--- src/rtl/mem_port_arbiter.sv ---
// Shares one fixed-latency single-port memory between fetch (I) and data (D) requesters.
// Latency: request sampled at edge T -> mreq in cycle T+1 -> ready pulse in cycle T+1+WAIT.
// Backpressure: requesters hold req until their ready pulse; requests outside IDLE wait.
module mem_port_arbiter #(
  parameter int AW   = 32,
  parameter int DW   = 32,
  parameter int WAIT = 2
) (
  input  logic          clk,
  input  logic          reset,
  input  logic          ireq,
  input  logic [AW-1:0] iaddr,
  output logic          iready,
  output logic [DW-1:0] irdata,
  input  logic          dreq,
  input  logic          dwe,
  input  logic [AW-1:0] daddr,
  input  logic [DW-1:0] dwdata,
  output logic          dready,
  output logic [DW-1:0] drdata,
  output logic          mreq,
  output logic          mwe,
  output logic [AW-1:0] maddr,
  output logic [DW-1:0] mwdata,
  input  logic [DW-1:0] mrdata,
  output logic          busy
);

  typedef enum logic [1:0] {IDLE, ISSUE, WAITM, DONE} state_t;

  localparam logic [3:0] CNT_INIT = 4'(WAIT - 1);

  state_t        state_q;
  logic [3:0]    cnt_q;
  logic          own_q;      // 0 = fetch side, 1 = data side
  logic          last_d_q;   // previous completed access belonged to the data side
  logic          we_q;       // owner's access is a write
  logic          mreq_q;
  logic          mwe_q;
  logic [AW-1:0] maddr_q;
  logic [DW-1:0] mwdata_q;
  logic          iready_q;
  logic          dready_q;
  logic [DW-1:0] irdata_q;
  logic [DW-1:0] drdata_q;
  logic          pick_d;
  logic          pick_i;

  // Data side wins unless it just completed while fetch is waiting.
  always_comb begin
    pick_d = dreq && (!last_d_q || !ireq);
    pick_i = !pick_d && ireq;
  end

  // Access sequencer with registered memory strobes and completion pulses.
  always_ff @(posedge clk or negedge reset) begin
    if (!reset) begin
      state_q  <= IDLE;
      cnt_q    <= '0;
      own_q    <= 1'b0;
      last_d_q <= 1'b0;
      we_q     <= 1'b0;
      mreq_q   <= 1'b0;
      mwe_q    <= 1'b0;
      maddr_q  <= '0;
      mwdata_q <= '0;
      iready_q <= 1'b0;
      dready_q <= 1'b0;
      irdata_q <= '0;
      drdata_q <= '0;
    end else begin
      // Memory strobes and ready pulses last exactly one cycle.
      mreq_q   <= 1'b0;
      mwe_q    <= 1'b0;
      maddr_q  <= '0;
      mwdata_q <= '0;
      iready_q <= 1'b0;
      dready_q <= 1'b0;
      case (state_q)
        IDLE: begin
          if (pick_d) begin
            own_q    <= 1'b1;
            we_q     <= dwe;
            mreq_q   <= 1'b1;
            mwe_q    <= dwe;
            maddr_q  <= daddr;
            mwdata_q <= dwdata;
            state_q  <= ISSUE;
          end else if (pick_i) begin
            own_q    <= 1'b0;
            we_q     <= 1'b0;
            mreq_q   <= 1'b1;
            maddr_q  <= iaddr;
            state_q  <= ISSUE;
          end
        end
        ISSUE: begin
          cnt_q <= CNT_INIT;
          if (WAIT == 1) begin
            iready_q <= !own_q;
            dready_q <= own_q;
            state_q  <= DONE;
          end else begin
            state_q  <= WAITM;
          end
        end
        WAITM: begin
          cnt_q <= cnt_q - 4'd1;
          if (cnt_q == 4'd1) begin
            iready_q <= !own_q;
            dready_q <= own_q;
            state_q  <= DONE;
          end
        end
        DONE: begin
          // mrdata is valid this cycle; keep it for the owner until its next completion.
          if (own_q) begin
            if (!we_q) drdata_q <= mrdata;
          end else begin
            irdata_q <= mrdata;
          end
          last_d_q <= own_q;
          state_q  <= IDLE;
        end
        default: state_q <= IDLE;
      endcase
    end
  end

  // Read data bypasses the holding register during the completion cycle.
  always_comb begin
    irdata = iready_q ? mrdata : irdata_q;
    drdata = (dready_q && !we_q) ? mrdata : drdata_q;
  end

  assign iready = iready_q;
  assign dready = dready_q;
  assign mreq   = mreq_q;
  assign mwe    = mwe_q;
  assign maddr  = maddr_q;
  assign mwdata = mwdata_q;
  assign busy   = (state_q != IDLE);

endmodule

--- config.mk ---
export PLATFORM = sky130hd
export DESIGN_NAME = mem_port_arbiter
export DESIGN_NICKNAME = d
export VERILOG_FILES = /design/src/rtl/mem_port_arbiter.sv
export SDC_FILE = /design/constraint.sdc
export NUM_CORES = 1
export LEC_CHECK = 0
export ABC_AREA = 1
export CAP_MARGIN = 10
export CELL_PAD_IN_SITES_DETAIL_PLACEMENT = 1
export CELL_PAD_IN_SITES_GLOBAL_PLACEMENT = 1
export CORE_MARGIN = 5
export CORE_UTILIZATION = 27
export DETAILED_ROUTE_END_ITERATION = 16
export PLACE_DENSITY_LB_ADDON = 0.1
export SETUP_SLACK_MARGIN = 0.1
export SLEW_MARGIN = 10
export SYNTH_ARGS = -nofsm -noshare
export SYNTH_HDL_FRONTEND = slang
export SYNTH_SLANG_ARGS = --single-unit
--- constraint.sdc ---
create_clock -name clk -period 1.35 [get_ports clk]
set_clock_uncertainty 0.2 [all_clocks]
set_input_delay 0.27 -clock clk [delete_from_list [all_inputs] [get_ports clk]]
set_output_delay 0.27 -clock clk [all_outputs]
set_load 0.01 [all_outputs]
# Word level (Yosys, flattened, before mapping)

Cells that the tools add are included.

Equality and inequality tests: 6
$add $sub $neg: 1
Bitwise gates (word level): 2
Multiplexer cells: 24
Reduce and logical (&&, ||, !) cells: 17

Operators with widths:

| kind                                                                  | count |
|---|---|
| 32-bit two-way mux                                                    | 7 |
| 1-bit two-way mux                                                     | 12 |
| 2-bit one-hot mux with 4 select lines                                 | 1 |
| 4-bit one-hot mux with 2 select lines                                 | 1 |
| 2-bit two-way mux                                                     | 3 |
| 2-bit AND reduction                                                   | 3 |
| 2-bit nonzero test                                                    | 3 |
| 1-bit zero test                                                       | 5 |
| 2-bit equality test, second input constant                            | 2 |
| 4-bit by 1-bit equality test with 1-bit output, second input constant | 1 |
| 4-bit by 1-bit subtractor with 4-bit output, second input constant    | 1 |
| 1-bit logical AND                                                     | 3 |
| 3-bit inequality test, second input constant                          | 1 |
| 3-bit AND reduction                                                   | 1 |
| 2-bit by 1-bit equality test with 1-bit output, second input constant | 1 |
| 2-bit zero test                                                       | 1 |
| 2-bit inequality test, second input constant                          | 1 |
| 1-bit NOT                                                             | 2 |
| 1-bit logical OR                                                      | 1 |

Input port bits: 133
Register bits: 141
Output and inout bits: 133

# Logic depth before layout (Yosys ltp)

Word-level depth: 8
Mapped depth: 8
Gate-level depth less buffers: 7

# Worst setup path before layout

OpenSTA, ideal clock, no wires.

Kind: register -> output
From: register we_q
To: output port drdata[11]
Slack: -0.122 ns
Required time: 0.880 ns
Data arrival time: 1.002 ns
Cell stages (with the launch flop): 5
Cells stage by stage: dfrtp_1 inv_2 nand2_2 clkbuf_1 o21ai_0

Word-level cells in the longest chain between the ends: 3

RTL lines:

| item                   | RTL line | text |
|---|---|---|
| from (decl)            | 37       | `logic we_q;` |
| from (signal assigned) | 83       | `we_q <= dwe;` |
| 1-bit zero test        | 133      | `drdata = (dready_q && !we_q) ? mrdata : drdata_q;` |
| 1-bit logical AND      | 133      |  |
| 32-bit two-way mux     | 133      |  |
| to (decl)              | 20       | `output logic [DW-1:0] drdata,` |

Every way passes these cells.

# Worst setup path in the final report

From: register iready_q, in the netlist iready
To: output port irdata[12]

Word-level cells in the longest chain between the ends: 1

RTL lines:

| item                   | RTL line | text |
|---|---|---|
| from (decl)            | 42       | `logic iready_q;` |
| from (signal assigned) | 100      | `iready_q <= !own_q;` |
| from (signal assigned) | 110      | `iready_q <= !own_q;` |
| 32-bit two-way mux     | 132      | `irdata = iready_q ? mrdata : irdata_q;` |
| to (decl)              | 14       | `output logic [DW-1:0] irdata,` |

Every way passes these cells.

==> impl_metrics.xml <==
<?xml version="1.0" encoding="UTF-8"?>
<metrics>
  <group name="placed_design">
    <metric name="place.port_buffers" unit="">265</metric>
    <metric name="place_congestion" unit="">0.743</metric>
    <metric name="detailed_place_hpwl" unit="um">15900</metric>
    <metric name="placement.cell_area" unit="mm2">0.0103</metric>
    <metric name="dp.cells" unit="">1271</metric>
  </group>
  <group name="setup_path">
    <metric name="critical-path-top-delay-family" unit="">buffers and inverters</metric>
    <metric name="critical_path_class" unit="">flop to primary output</metric>
    <metric name="path_max_fanout" unit="">6</metric>
    <metric name="worstReg2RegStart" unit="">state_q[0]</metric>
    <metric name="worstPathBufferInverterCount" unit="">4</metric>
    <metric name="crit_path_start" unit="">iready</metric>
    <metric name="path_cells" unit="">buf_12 -&gt; buf_12 -&gt; buf_8 -&gt; nor2_4 -&gt; a21oi_4 -&gt; buf_6</metric>
    <metric name="setup.worst_path.start_class" unit="">flop</metric>
    <metric name="timing.critical_path.to_type" unit="">primary output</metric>
    <metric name="cp_slowest_cell" unit="">dfrtp_4</metric>
    <metric name="worstPathArrival" unit="ps">1650</metric>
    <metric name="cell_repeated_most_along_the_worst_path" unit="">buf_12</metric>
    <metric name="crit_required" unit="ps">880</metric>
    <metric name="crit_path_max_incr_delay" unit="ps">530</metric>
  </group>
  <group name="sta">
    <metric name="worst_hold_slack" unit="ps">26.1</metric>
    <metric name="slew-limit-headroom" unit="%">76.2</metric>
    <metric name="setup_violations" unit="">270</metric>
    <metric name="period_minus_slack" unit="ps">2120</metric>
    <metric name="finalMaxSlewViolations" unit="">0</metric>
    <metric name="worst-slew-pin-transition" unit="ps">357</metric>
    <metric name="endpoints_failing_hold" unit="">0</metric>
    <metric name="fmax" unit="GHz">0.473</metric>
    <metric name="rsz0062_at_grt" unit="">yes</metric>
    <metric name="final.setup.worst_slack" unit="ps">-765</metric>
    <metric name="post-route-period-util" unit="%">157</metric>
  </group>
  <group name="die">
    <metric name="die_h" unit="um">160</metric>
    <metric name="placement_row_count" unit="">55</metric>
    <metric name="effective_utilization_at_floorplan" unit="%">27.2</metric>
    <metric name="full_die_area" unit="mm2">0.0257</metric>
    <metric name="top_level_ports" unit="">266</metric>
    <metric name="die_x_extent" unit="um">160</metric>
    <metric name="fp.coreArea" unit="mm2">0.0224</metric>
  </group>
  <group name="layout">
    <metric name="syn2layout_area_growth" unit="%">121</metric>
    <metric name="fillerInstances" unit="">2334</metric>
    <metric name="finalNetCount" unit="">1219</metric>
    <metric name="antenna_cells" unit="">0</metric>
    <metric name="post-route-cell-area" unit="mm2">0.0135</metric>
    <metric name="post_route_cells_drive_above_1_share" unit="%">58.0</metric>
    <metric name="final_util" unit="%">60.2</metric>
    <metric name="layout.cells.non_filler" unit="">1379</metric>
  </group>
  <group name="synth">
    <metric name="yosys-top-cells-area" unit="">dfrtp_1, nand2_1, o21ai_0, inv_1, nor2_1</metric>
    <metric name="post_synth_mux_area_share" unit="%">0</metric>
    <metric name="synth_simple_gate_area_share" unit="%">16.4</metric>
    <metric name="yosysUniqueCellTypes" unit="">22</metric>
    <metric name="synth-edff-count" unit="">0</metric>
    <metric name="synth_top_family_by_area" unit="">simple AND/OR/NAND/NOR gates</metric>
    <metric name="synth_top_cell_by_area" unit="">dfrtp_1</metric>
    <metric name="synth_area" unit="mm2">0.00610</metric>
    <metric name="synth.cells.most_frequent" unit="">nand2_1, dfrtp_1, o21ai_0, inv_1, nor2_1</metric>
    <metric name="ys_warn_count" unit="">0</metric>
    <metric name="postSynthCellCount" unit="">687</metric>
    <metric name="synth_top_area_share" unit="%">57.8</metric>
    <metric name="ys_dominant_reg_cell" unit="">dfrtp_1</metric>
    <metric name="ys_async_sr_fraction" unit="%">100</metric>
    <metric name="synth_seq_cells" unit="">141</metric>
    <metric name="seq_total_area_yosys" unit="%">57.8</metric>
    <metric name="synth-compound-area-share" unit="%">15.7</metric>
    <metric name="yosysMostFrequentCell" unit="">nand2_1</metric>
    <metric name="synth_nets" unit="">825</metric>
    <metric name="synth.avg_cell_area" unit="um2">8.88</metric>
    <metric name="synthAdderAreaFrac" unit="%">1.03</metric>
    <metric name="synth_xor_xnor_area_share" unit="%">0</metric>
  </group>
  <group name="drt">
    <metric name="totalWireLength" unit="um">27100</metric>
    <metric name="detailroute.via_count" unit="">6296</metric>
    <metric name="detailedRoute.firstIterationViolations" unit="">182</metric>
    <metric name="detail_route.first_pass.iterations" unit="">4</metric>
    <metric name="route.detailed.wl_per_inst" unit="um">19.7</metric>
    <metric name="ant_nets" unit="">0</metric>
    <metric name="via_to_cell_ratio" unit="">4.57</metric>
    <metric name="route.detailed.drc" unit="">0</metric>
  </group>
  <group name="cts">
    <metric name="tritoncts" unit="">built</metric>
    <metric name="clockBufferDepth" unit="">2</metric>
    <metric name="worstSkewPairLatency" unit="ps">410</metric>
    <metric name="clk_pin_slew_worst_paths" unit="ps">60</metric>
    <metric name="cts_made_buffers" unit="">17</metric>
    <metric name="clk_root_buffer_cell" unit="">clkbuf_16</metric>
    <metric name="tritoncts_num_sinks" unit="">141</metric>
    <metric name="htree_levels" unit="">4</metric>
  </group>
  <group name="grt">
    <metric name="pin_count_of_the_biggest_net_entering_global_routing" unit="">60</metric>
    <metric name="grt_pass1_wl" unit="um">38400</metric>
    <metric name="via_count_of_the_first_global_routing_pass" unit="">6653</metric>
    <metric name="global_route.usage.total" unit="%">19.2</metric>
    <metric name="antenna_violations_before_repair" unit="">0</metric>
    <metric name="grt-ovfl-total" unit="">0</metric>
  </group>
  <group name="outcome">
    <metric name="failed_checks" unit="">negative setup slack</metric>
    <metric name="outcome" unit="">finished with violations</metric>
  </group>
  <group name="power">
    <metric name="vdd_drop_max" unit="uV">1150</metric>
    <metric name="power.total" unit="mW">29.1</metric>
    <metric name="static-leakage-power" unit="nW">6.22</metric>
    <metric name="cellPowerDensity" unit="mW/mm2">2160</metric>
  </group>
  <group name="hold_path">
    <metric name="worstHoldPathType" unit="">primary input to asynchronous set/reset pin</metric>
  </group>
  <group name="flow_run">
    <metric name="drv_cap" unit="">0</metric>
  </group>
</metrics>
==> final timing paths <==
path | to | slack, ps | cells past startpoint
setup / recovery | irdata[12] | -770 | 6
hold / removal | drdata_q[7] | 30 | 2
setup reg to reg | maddr[4] | -350 | 9
hold reg to reg | drdata_q[10] | 290 | 2
max in group asynchronous | dready | 360 | 3
min in group clk | mwdata[9] | 170 | 3
==> through the flow <==
step | setup TNS (ps) | worst slack [ps]
2_1_floorplan | -6650 | -68.0
3_3_place_gp | -75120 | -787
3_5_place_dp | -77710 | -758
4_1_cts | -79930 | -781
5_1_grt | -95150 | -825
6_report | -79450 | -765
==> cells in the final DEF (no fill, tap or decap), types with 5 or more instances in the layout <==
master	n
nor2_1	11
nand2_1	66
o21ai_1	39
o21ai_2	70
nand2_2	50
a21oi_2	11
buf_8	17
nor2_4	57
nand2_4	56
a21oi_4	22
buf_2	32
inv_2	5
buf_12	32
clkbuf_16	27
o21ai_4	24
buf_6	129
buf_4	43
dfrtp_1	139
buf_16	15
inv_1	67
clkdlybuf4s50_1	131
==> where the power goes <==
group	switching [mW]	total, mW	internal, mW
Clock	1.97	4.52	2.56
Combinational	7.96	17.4	9.41
Sequential	1.51	7.26	5.75
Total	11.4	29.1	17.7
==> timing repair <==
item | CTS | global route
hold buffers | 1 | 0
endpoints found under the hold margin | 141 | 0
endpoints found under the setup margin | 274 | 274
pin swaps | 11 | 23
gates cloned | 23 | 14
setup buffers | 32 | 17
resized for setup | 754 | 321
==> kinds of logic (layout without fill, tap and decap cells) <==
logic type	count (synthesis)	in the layout
fa+ha+maj	5	5
simple gates	255	258
buf+inv	116	520
compound gates	170	170
flops	141	141
==> per-layer routing <==
layer	vias to the layer above	GRT usage, %	share of wire [%]
met2	188	33.6	53
met5	-	0	0
met3	21	8.39	8.0
met1	3107	21.9	37
li1	2980	-	-
met4	0	4.22	1.5
==> area by class of cell <==
class,instances,area [um2],share of cell area (%)
timing repair buffer,411,4850,35.9
multi-input combinational,433,3890,28.8
sequential,141,3530,26.2
clock buffer,17,425,3.15
tap,285,357,2.64
inverter,77,307,2.27
clock inverter,15,138,1.02
==> state kept, by name (all words and copies together) (netlist names) <==
register,flops
drdata_q,32
irdata_q,32
maddr,32
mwdata,32
cnt_q,4
state_q,2
dready,1
iready,1
last_d_q,1
mreq,1
mwe,1
own_q,1
we_q,1
Note: power is estimated with default switching activity, not from simulation.
